[src/rtl/mem_access_unit.sv]
// rtl/mem_access_unit.sv - RV32I memory-stage load/store unit with valid/ready data-memory port
module mem_access_unit (
  input  logic        clk,
  input  logic        rst_n,
  input  logic        ValidM,
  input  logic [31:0] ALUResultM,
  input  logic [31:0] WriteDataM,
  input  logic [2:0]  funct3M,
  input  logic        MemWriteM,
  input  logic [1:0]  ResultSrcM,
  output logic        dmem_valid,
  input  logic        dmem_ready,
  output logic        dmem_we,
  output logic [31:0] dmem_addr,
  output logic [31:0] dmem_wdata,
  output logic [3:0]  dmem_strb,
  input  logic        dmem_rvalid,
  input  logic [31:0] dmem_rdata,
  output logic [31:0] ReadDataM,
  output logic        StallMem,
  output logic        ExcM
);

  typedef enum logic [1:0] {IDLE, REQ, RSP, DONE} state_t;

  state_t      state_q, state_d;
  logic [31:0] addr_q, wdata_q, rdata_q;
  logic [3:0]  strb_q;
  logic        we_q;
  logic [2:0]  f3_q;
  logic [1:0]  off_q;

  logic        is_store, is_load, misalign, illegal, exc, access;
  logic [31:0] fmt_wdata, load_ext, lane;
  logic [3:0]  fmt_strb;
  logic        stall;

  always_comb begin
    is_store = MemWriteM;
    is_load  = ~MemWriteM & (ResultSrcM == 2'b01);
    misalign = ((funct3M[1:0] == 2'b01) & ALUResultM[0]) |
               ((funct3M[1:0] == 2'b10) & (|ALUResultM[1:0]));
    if (is_store)
      illegal = ~((funct3M == 3'b000) | (funct3M == 3'b001) | (funct3M == 3'b010));
    else
      illegal = (funct3M == 3'b011) | (funct3M[2:1] == 2'b11);
    // Held low during reset so a stale EX/MEM value cannot raise a trap.
    exc    = rst_n & ValidM & (is_store | is_load) & (misalign | illegal);
    access = ValidM & (is_store | is_load) & ~exc;
  end

  always_comb begin
    fmt_strb  = 4'b1111;
    fmt_wdata = WriteDataM;
    if (is_store) begin
      case (funct3M[1:0])
        2'b00: begin
          fmt_strb  = 4'b0001 << ALUResultM[1:0];
          fmt_wdata = {4{WriteDataM[7:0]}};
        end
        2'b01: begin
          fmt_strb  = 4'b0011 << {ALUResultM[1], 1'b0};
          fmt_wdata = {2{WriteDataM[15:0]}};
        end
        default: begin
          fmt_strb  = 4'b1111;
          fmt_wdata = WriteDataM;
        end
      endcase
    end
  end

  always_comb begin
    lane = dmem_rdata >> {off_q, 3'b000};
    case (f3_q)
      3'b000:  load_ext = {{24{lane[7]}}, lane[7:0]};
      3'b001:  load_ext = {{16{lane[15]}}, lane[15:0]};
      3'b100:  load_ext = {24'd0, lane[7:0]};
      3'b101:  load_ext = {16'd0, lane[15:0]};
      default: load_ext = dmem_rdata;
    endcase
  end

  always_comb begin
    state_d = state_q;
    stall   = 1'b0;
    case (state_q)
      IDLE: begin
        stall = access;
        if (access) state_d = REQ;
      end
      REQ: begin
        stall = 1'b1;
        if (dmem_ready) state_d = we_q ? DONE : RSP;
      end
      RSP: begin
        stall = 1'b1;
        if (dmem_rvalid) state_d = DONE;
      end
      DONE: begin
        stall   = 1'b0;
        state_d = IDLE;
      end
      default: state_d = IDLE;
    endcase
  end

  always_ff @(posedge clk or negedge rst_n) begin
    if (!rst_n) begin
      state_q <= IDLE;
      addr_q  <= 32'd0;
      wdata_q <= 32'd0;
      strb_q  <= 4'd0;
      we_q    <= 1'b0;
      f3_q    <= 3'd0;
      off_q   <= 2'd0;
      rdata_q <= 32'd0;
    end else begin
      state_q <= state_d;
      if (state_q == IDLE && access) begin
        addr_q  <= {ALUResultM[31:2], 2'b00};
        wdata_q <= fmt_wdata;
        strb_q  <= fmt_strb;
        we_q    <= is_store;
        f3_q    <= funct3M;
        off_q   <= ALUResultM[1:0];
      end
      // Responses outside RSP (including one coincident with ready) are dropped.
      if (state_q == RSP && dmem_rvalid) rdata_q <= load_ext;
    end
  end

  assign dmem_valid = (state_q == REQ);
  assign dmem_we    = we_q;
  assign dmem_addr  = addr_q;
  assign dmem_wdata = wdata_q;
  assign dmem_strb  = strb_q;
  assign ReadDataM  = rdata_q;
  assign StallMem   = rst_n & stall;
  assign ExcM       = exc;

endmodule
[config.mk]
export PLATFORM = sky130hd
export DESIGN_NAME = mem_access_unit
export DESIGN_NICKNAME = d
export VERILOG_FILES = /design/src/rtl/mem_access_unit.sv
export SDC_FILE = /design/constraint.sdc
export NUM_CORES = 1
export LEC_CHECK = 0
export CORE_ASPECT_RATIO = 0.9
export CORE_MARGIN = 4
export CORE_UTILIZATION = 39
export CTS_CLUSTER_DIAMETER = 40
export CTS_CLUSTER_SIZE = 30
export DETAILED_ROUTE_END_ITERATION = 12
export HOLD_SLACK_MARGIN = 0.08
export PLACE_DENSITY_LB_ADDON = 0.05
export SLEW_MARGIN = 30
export SYNTH_ARGS = -nofsm -noshare
export SYNTH_HDL_FRONTEND = slang
export SYNTH_SLANG_ARGS = --single-unit
[constraint.sdc]
create_clock -name clk -period 1.7 [get_ports clk]
set_clock_uncertainty 0.1 [all_clocks]
set_input_delay 0.17 -clock clk [delete_from_list [all_inputs] [get_ports clk]]
set_output_delay 0.17 -clock clk [all_outputs]
set_load 0.005 [all_outputs]
==> run metrics, run 1 <==
Die Span Y=117 um; CTS Buf Count=9; RR Startpoint=state_q[0]; Iter 0 DRT Violations=between 200 and 300; WS Path Type=flip-flop to output pin; worst hold path class=input port to flip-flop; Max-slew headroom=0.611; number of distinct library cells after synthesis=35; failing checks=setup timing; vias in the first global route=4,609; Hold WS=0.154 ns; non-filler instance count after layout=871; clock network fraction of total power=0.136; final worst setup slack=-0.0698 ns; share of cells above drive strength 1=0.296; DIE WIDTH=129 um; port buffer count=208; met2 GRT Util=0.324; reg2reg path depth=9; Int Power=9930 uW; routed wire length=17.3 mm; core region area=between 0.01 and 0.015 sq mm; Root Buffer=clkbuf_16; global-route wire length before repair=24.1 mm; vias per cell=between 5 and 6; final hold vios=0; Mapped Cells=about 460; GPL Wtd Cong=0.841; maximum fanout along the worst path=3; LEAKAGE=approximately 0.0037 uW; Seq cells post-synth=106; hpwl dp=between 10 and 15 mm; power density cells=approximately 1700 mW/mm^2; status=complete, but fails checks; critical path startpoint=state_q[1]; TritonCTS clock tree=yes; diodes inserted=0; hold path start=ALUResultM[0]; DP Area=roughly 0.0076 sq mm; Syn Area/Cell=11.1 sq um; crit path capture=StallMem; I/O pin count=211; detailed-route wire length per cell=19.9 um; Period Utilization, post-route=1.04; CTS clk-pin slew, worst paths=0.07 ns; Worst-Margin Slew=~0.6 ns; met3 Track Usage GR=0.0690; Setup TNS Final=-2.22 ns; Peak VDD IR=0.889 mV; Most used DFF post-synth=dfrtp_1; Reg2Reg Setup Slack=-0.07 ns; worst-case clock buffer depth=2; multi-input logic area=around 0.0028 sq mm; fmax=565 MHz; Critical Path Sink Type=output pin; Seq/Total Area, Yosys=0.519; CP Launch Type=flip-flop; drt pass-1 iters=4; largest net degree at the start of global routing=107; Final Max Slew Viols=0; placed cells=836; Row Count=39; register area=0.00265 sq mm; Async S/R FF share, synth=1.00; die area=0.0150 sq mm; nets=~810; Switching Fraction=0.330; WP data arrival=1.50 ns; Power, Total=14,800 uW; fillers=959; Min Clock Period, post-route=1.77 ns; max cap viols=0; CTS sink count=106; DRT antenna net count=0; Final Cell Area=0.00877 sq mm; residual DRC count=0; sw power=4900 uW; ranking of synthesized cells by area=dfrtp_1 52%, mux2_1 13%, mux2i_1 3.7%; total grt overflow=0; Synth Cell Area=0.00511 sq mm; Worst-Skew Late Latency=approximately 0.36 ns; RSZ-0062 raised after global routing=true; DR vias=4,577; Seq pwr share=0.311; GRT Total Usage=0.206; Initial Utilization=0.400; most common cell in the netlist=dfrtp_1; met1 usage in global routing=0.275; r2r endpoint=state_q[1]; Synth area leader=dfrtp_1; Final Setup Violations=slightly below 80; synthesis warning total=0; critical path required time=1.43 ns; htree depth=3; Post-synth EDFFs=0; Syn-to-layout area delta=71.4%; initial antenna violation count=0; Most Crowded Layer GR=met2; top-area cell type share of the netlist area=0.519; combinational power share=0.553; synth cell count leaders=106 x dfrtp_1, 60 x mux2_1, 44 x nand2_1, 34 x o21ai_0, 33 x a21oi_1
==> kinds of logic after synthesis <==
kind of cell    share of synthesized area
mux                                 0.198
flops                               0.519
fa+ha+maj                         0.00979
other cells                      0.000733
buf+inv                            0.0423
compound gates                      0.145
simple gates                       0.0859
==> worst min path at each step <==
| stage | to | slack (ns) | depth (start not counted) |
|---|---|---|---|
| 2_1_floorplan | ReadDataM[0] | -0.23 | 0 |
| 3_3_place_gp | ReadDataM[3] | 0.37 | 2 |
| 3_5_place_dp | ReadDataM[1] | 0.37 | 2 |
| 4_1_cts | dmem_we | 0.26 | 3 |
| 5_1_grt | off_q[0] | 0.15 | 3 |
| 6_report | off_q[0] | 0.15 | 3 |
==> layout make-up <==
type | count | share of cell area
Sequential cell | 106 | 0.303
Inverter | 6 | 0.00314
Tap cell | 164 | 0.0234
Clock inverter | 7 | 0.00599
Multi-Input combinational cell | 312 | 0.315
Clock buffer | 9 | 0.0257
Timing Repair Buffer | 267 | 0.324
==> critical path, stage by stage (launching register included) <==
cell and delay, ns:
dfrtp_1 0.39, inv_2 0.12, ha_4 0.22, nor2b_4 0.12, o21a_1 0.17, buf_2 0.12
==> routing by layer <==
metal	up-vias	wire, um	part of all wire
met5	-	0	0
met4	0	271	0.016
met3	19	1140	0.066
met2	153	8160	0.47
met1	2273	7740	0.45
li1	2132	-	-
==> metrics by stage <==
step,worst slack (ns),utilization
3_3_place_gp,-0.637,0.596
3_5_place_dp,-0.690,0.596
5_1_grt,-0.138,0.686
4_1_cts,-0.132,0.637
2_1_floorplan,-0.0114,-
6_report,-0.0698,0.686
==> sequential cells by signal (all words and copies together), names as in the netlist <==
signal,count
dmem_wdata,32
dmem_we,1
f3_q,3
off_q,2
dmem_addr,30
ReadDataM,32
dmem_strb,4
state_q,2
==> placed cells by master, fill, tap and decap left out, types with 3 or more instances in the layout <==
| cell type | count |
|---|---|
| clkbuf_2 | 4 |
| nor2_2 | 14 |
| mux2_2 | 7 |
| nand3b_1 | 9 |
| o31ai_1 | 9 |
| o21ai_1 | 10 |
| ha_4 | 3 |
| a21oi_2 | 3 |
| buf_8 | 3 |
| a21oi_1 | 30 |
| a2bb2oi_1 | 7 |
| dfrtp_1 | 106 |
| o2bb2ai_1 | 7 |
| clkbuf_16 | 17 |
| o21ai_0 | 23 |
| clkdlybuf4s50_1 | 198 |
| o22ai_1 | 9 |
| o22ai_4 | 3 |
| nand2_1 | 43 |
| mux2_4 | 64 |
| dlygate4sd2_1 | 3 |
| buf_12 | 11 |
| nor2_1 | 15 |
| nor2b_1 | 3 |
| o22ai_2 | 12 |
| buf_4 | 29 |
| mux2i_1 | 18 |
| buf_6 | 7 |
==> power groups by stage <==
stage	Clock, uW	Combinational (uW)	Sequential (uW)
2_1_floorplan	0	2620	4540
3_3_place_gp	0	6360	4510
3_5_place_dp	0	6480	4550
4_1_cts	2050	6940	4540
5_1_grt	2170	8770	4790
6_report	2010	8190	4620
==> what timing repair did <==
item	4_1_cts	5_1_grt
hold buffers	1	0
pin swaps	10	14
setup endpoints to repair	81	96
cloned	1	11
resized for setup	62	121
buffers inserted	4	3
hold endpoints to repair	106	0
Power figures use the tool's default switching activity.
==> inputs of run 2 (changes only) <==
--- a/config.mk
+++ b/config.mk
@@ -5,9 +5,10 @@
 export SDC_FILE = /design/constraint.sdc
 export NUM_CORES = 1
 export LEC_CHECK = 0
+export ABC_AREA = 1
 export CORE_ASPECT_RATIO = 0.9
 export CORE_MARGIN = 4
-export CORE_UTILIZATION = 39
+export CORE_UTILIZATION = 40
 export CTS_CLUSTER_DIAMETER = 40
 export CTS_CLUSTER_SIZE = 30
 export DETAILED_ROUTE_END_ITERATION = 12
==> run metrics, run 2 <==
status=complete, no violations (was complete, but fails checks); GRT Total Usage=0.214 (was 0.206); commonest non-fill, non-tap cells in the layout=305 x nand2_1, 201 x clkdlybuf4s50_1, 105 x dfrtp_1 (was 198 x clkdlybuf4s50_1, 106 x dfrtp_1, 64 x mux2_4); Min Clock Period, post-route=1.63 ns (was 1.77 ns); drt pass-1 iters=5 (was 4); fmax=612 MHz (was 565 MHz); worst hold path class=input port to flip-flop (unchanged); routed wl met3=1.45 mm (was 1.14 mm); DIE WIDTH=129 um (about the same); sw power=4740 uW (was 4900 uW); htree depth=3 (unchanged); crit path cell chain=inv_2 -> buf_4 -> ha_2 -> dlygate4sd2_1 (was inv_2 -> ha_4 -> nor2b_4 -> o21a_1 -> buf_2); Async S/R FF share, synth=1.00 (unchanged); Mapped Cells=693 (was 459); Worst-Margin Slew=0.814 ns (was 0.583 ns); DRT antenna net count=0 (unchanged); Syn-to-layout area delta=51.7% (was 71.4%); multi-input logic area=0.00227 sq mm (was 0.00277 sq mm); detailed-route wire length per cell=15.4 um (was 19.9 um); vias per cell=4.95 (was 5.25); Syn Area/Cell=7.62 sq um (was 11.1 sq um); die area=0.0151 sq mm (was 0.0150 sq mm); Initial Utilization=0.413 (was 0.400); Row Count=39 (unchanged); Final Setup Violations=0 (was 78); synthesis warning total=0 (unchanged); WS Path Type=flip-flop to output pin (unchanged); CP max stage delay=0.39 ns (about the same); Setup WS pre-CTS=-0.404 ns (was -0.690 ns); Highest Signal Layer=met4 (unchanged); vias in the first global route=5,321 (was 4,609); ranking of synthesized cells by area=dfrtp_1 50%, nand2_1 22%, o21ai_0 4.5% (was dfrtp_1 52%, mux2_1 13%, mux2i_1 3.7%); Max-slew headroom=0.458 (was 0.611); Switching Fraction=0.356 (was 0.330); nets=1,020 (was 813); Critical Path Sink Type=output pin (unchanged); DR vias=5,336 (was 4,577); Post-synth EDFFs=0 (unchanged); global-route wire length before repair=25.8 mm (was 24.1 mm); most common cell in the netlist=nand2_1 (was dfrtp_1); hpwl dp=12.0 mm (was 11.2 mm); combinational power share=0.493 (was 0.553); max cap viols=0 (unchanged); Period Utilization, post-route=0.961 (was 1.04); Final Max Slew Viols=0 (unchanged); residual DRC count=0 (unchanged); final hold vios=0 (unchanged); port buffer count=208 (unchanged); placed cells=1,059 (was 836); Int Power=8580 uW (was 9930 uW); largest net degree at the start of global routing=90 (was 107); most common cell after layout, fill and taps aside=nand2_1 (was clkdlybuf4s50_1); fin util=0.627 (was 0.686); Synth area leader=dfrtp_1 (unchanged); clock network fraction of total power=0.161 (was 0.136); power density cells=1660 mW/mm^2 (was 1690 mW/mm^2); WP data arrival=1.36 ns (was 1.50 ns); CTS Buf Count=9 (unchanged); CTS clk-pin slew, worst paths=0.07 ns (about the same); Iter 0 DRT Violations=429 (was 297); Most used DFF post-synth=dfrtp_1 (unchanged); fillers=1,144 (was 959); total grt overflow=0 (unchanged); Seq pwr share=0.346 (was 0.311); maximum fanout along the worst path=3 (unchanged); met2 wire length=7.99 mm (was 8.16 mm); register area=0.00265 sq mm (about the same); Power, Total=13,300 uW (was 14,800 uW); Peak VDD IR=0.869 mV (was 0.889 mV); delay-heaviest family, CP=buffers and inverters (was flip-flops); Seq cells post-synth=106 (unchanged); TritonCTS clock tree=yes (unchanged); non-filler instance count after layout=1,079 (was 871); worst-case clock buffer depth=2 (unchanged); critical path required time=1.43 ns (about the same); core region area=0.0128 sq mm (unchanged); Buf+Inv Stages, Crit Path=3 (was 2); GPL Wtd Cong=0.893 (was 0.841); Synth Cell Area=0.00528 sq mm (was 0.00511 sq mm); RSZ-0062 raised after global routing=false (was true); Seq/Total Area, Yosys=0.502 (was 0.519); synth cell count leaders=306 x nand2_1, 106 x dfrtp_1, 48 x o21ai_0, 45 x nor2_1, 40 x inv_1 (was 106 x dfrtp_1, 60 x mux2_1, 44 x nand2_1, 34 x o21ai_0, 33 x a21oi_1); slowest CP cell=dfrtp_1 (unchanged); CTS sink count=106 (unchanged); number of distinct library cells after synthesis=25 (was 35); Root Buffer=clkbuf_16 (unchanged); WL met1=6.85 mm (was 7.74 mm); LEAKAGE=0.00383 uW (was 0.00370 uW); share of cells above drive strength 1=0.0799 (was 0.296); initial antenna violation count=1 (was 0); top-area cell type share of the netlist area=0.502 (was 0.519); Die Span Y=117 um (about the same); CP Launch Type=flip-flop (unchanged); Worst-Skew Late Latency=0.35 ns (was 0.36 ns); final worst setup slack=0.0662 ns (was -0.0698 ns); I/O pin count=211 (unchanged); routed wire length=16.6 mm (was 17.3 mm)
run 2: cell count changes in the layout (fill, tap and decap cells not counted), moves of 17 or more:
cell / change
mux2_4: -64
o21ai_0: +22
nand3_1: +19
nand2_1: +262
inv_1: +34
o211ai_1: +17
mux2i_1: -18
nor2_1: +30
run 2: layout make-up:
type,count,area share
clock inverters,6,0.00828
multi-input cells,507,0.283
clock buffers,10,0.0298
diodes,1,0.000312
repair buffers,242,0.301
flip-flops and latches,106,0.331
inverters,43,0.0208
well taps,164,0.0256
run 2: stage by stage:
stage / cell area, sq um / setup TNS (ns) / hold slack (ns)
5_1_grt: 8010 / 0 / 0.158
2_1_floorplan: 5280 / 0 / -0.226
6_report: 8010 / 0 / 0.140
3_3_place_gp: 7610 / -9.70 / 0.0927
3_5_place_dp: 7610 / -12.03 / 0.0972
4_1_cts: 7940 / 0 / 0.233
run 2: power by group through the flow:
stage	clock [uW]	combinational, uW	sequential, uW
detailed placement	0	6490	4610
finish	2140	6570	4600
floorplan	0	2850	4590
CTS	2210	6540	4600
global route	2290	7290	4770
global placement	0	6330	4580
run 2: per-layer routing:
layer  vias to the layer above  global-route usage
met5                         -                   0
met2                       211               0.350
li1                       2616                   -
met1                      2484               0.273
met3                        25              0.0626
met4                         0              0.0763
run 2: cells by family (layout without fill, tap and decap cells):
kind of cell,Yosys count,after routing,share of synthesized area
and+or+nand+nor,380,380,0.280
AOI/OAI and AO/OA,121,121,0.131
DFF,106,106,0.502
buffers and inverters,81,301,0.0758
adders and majority gates,4,4,0.00948
other,1,3,0.000710
run 2: path summary, 6_finish.rpt:
path                                from  slack (ns)  cells past startpoint              to
min reg2reg                 dmem_strb[2]        0.38                      2    dmem_strb[2]
max                           state_q[1]        0.07                      4      dmem_valid
max reg2reg                     off_q[0]        0.11                      7   ReadDataM[14]
max in group asynchronous          rst_n        0.41                      3        off_q[0]
min                        ALUResultM[1]        0.14                      4        off_q[1]
min in group asynchronous          rst_n        0.28                      3  dmem_wdata[31]
run 2: timing repair:
item	CTS	global route
pin swaps	1	4
setup buffers	0	0
cloned	0	2
hold buffers	1	0
hold endpoints to repair	106	0
resized for setup	12	16
setup endpoints to repair	3	87
run 2: worst min-delay path, stage by stage:
cell            delay (ns)
dlymetal6s2s_1        0.12
buf_4                 0.15
nand2_1               0.06
o21ai_0               0.06
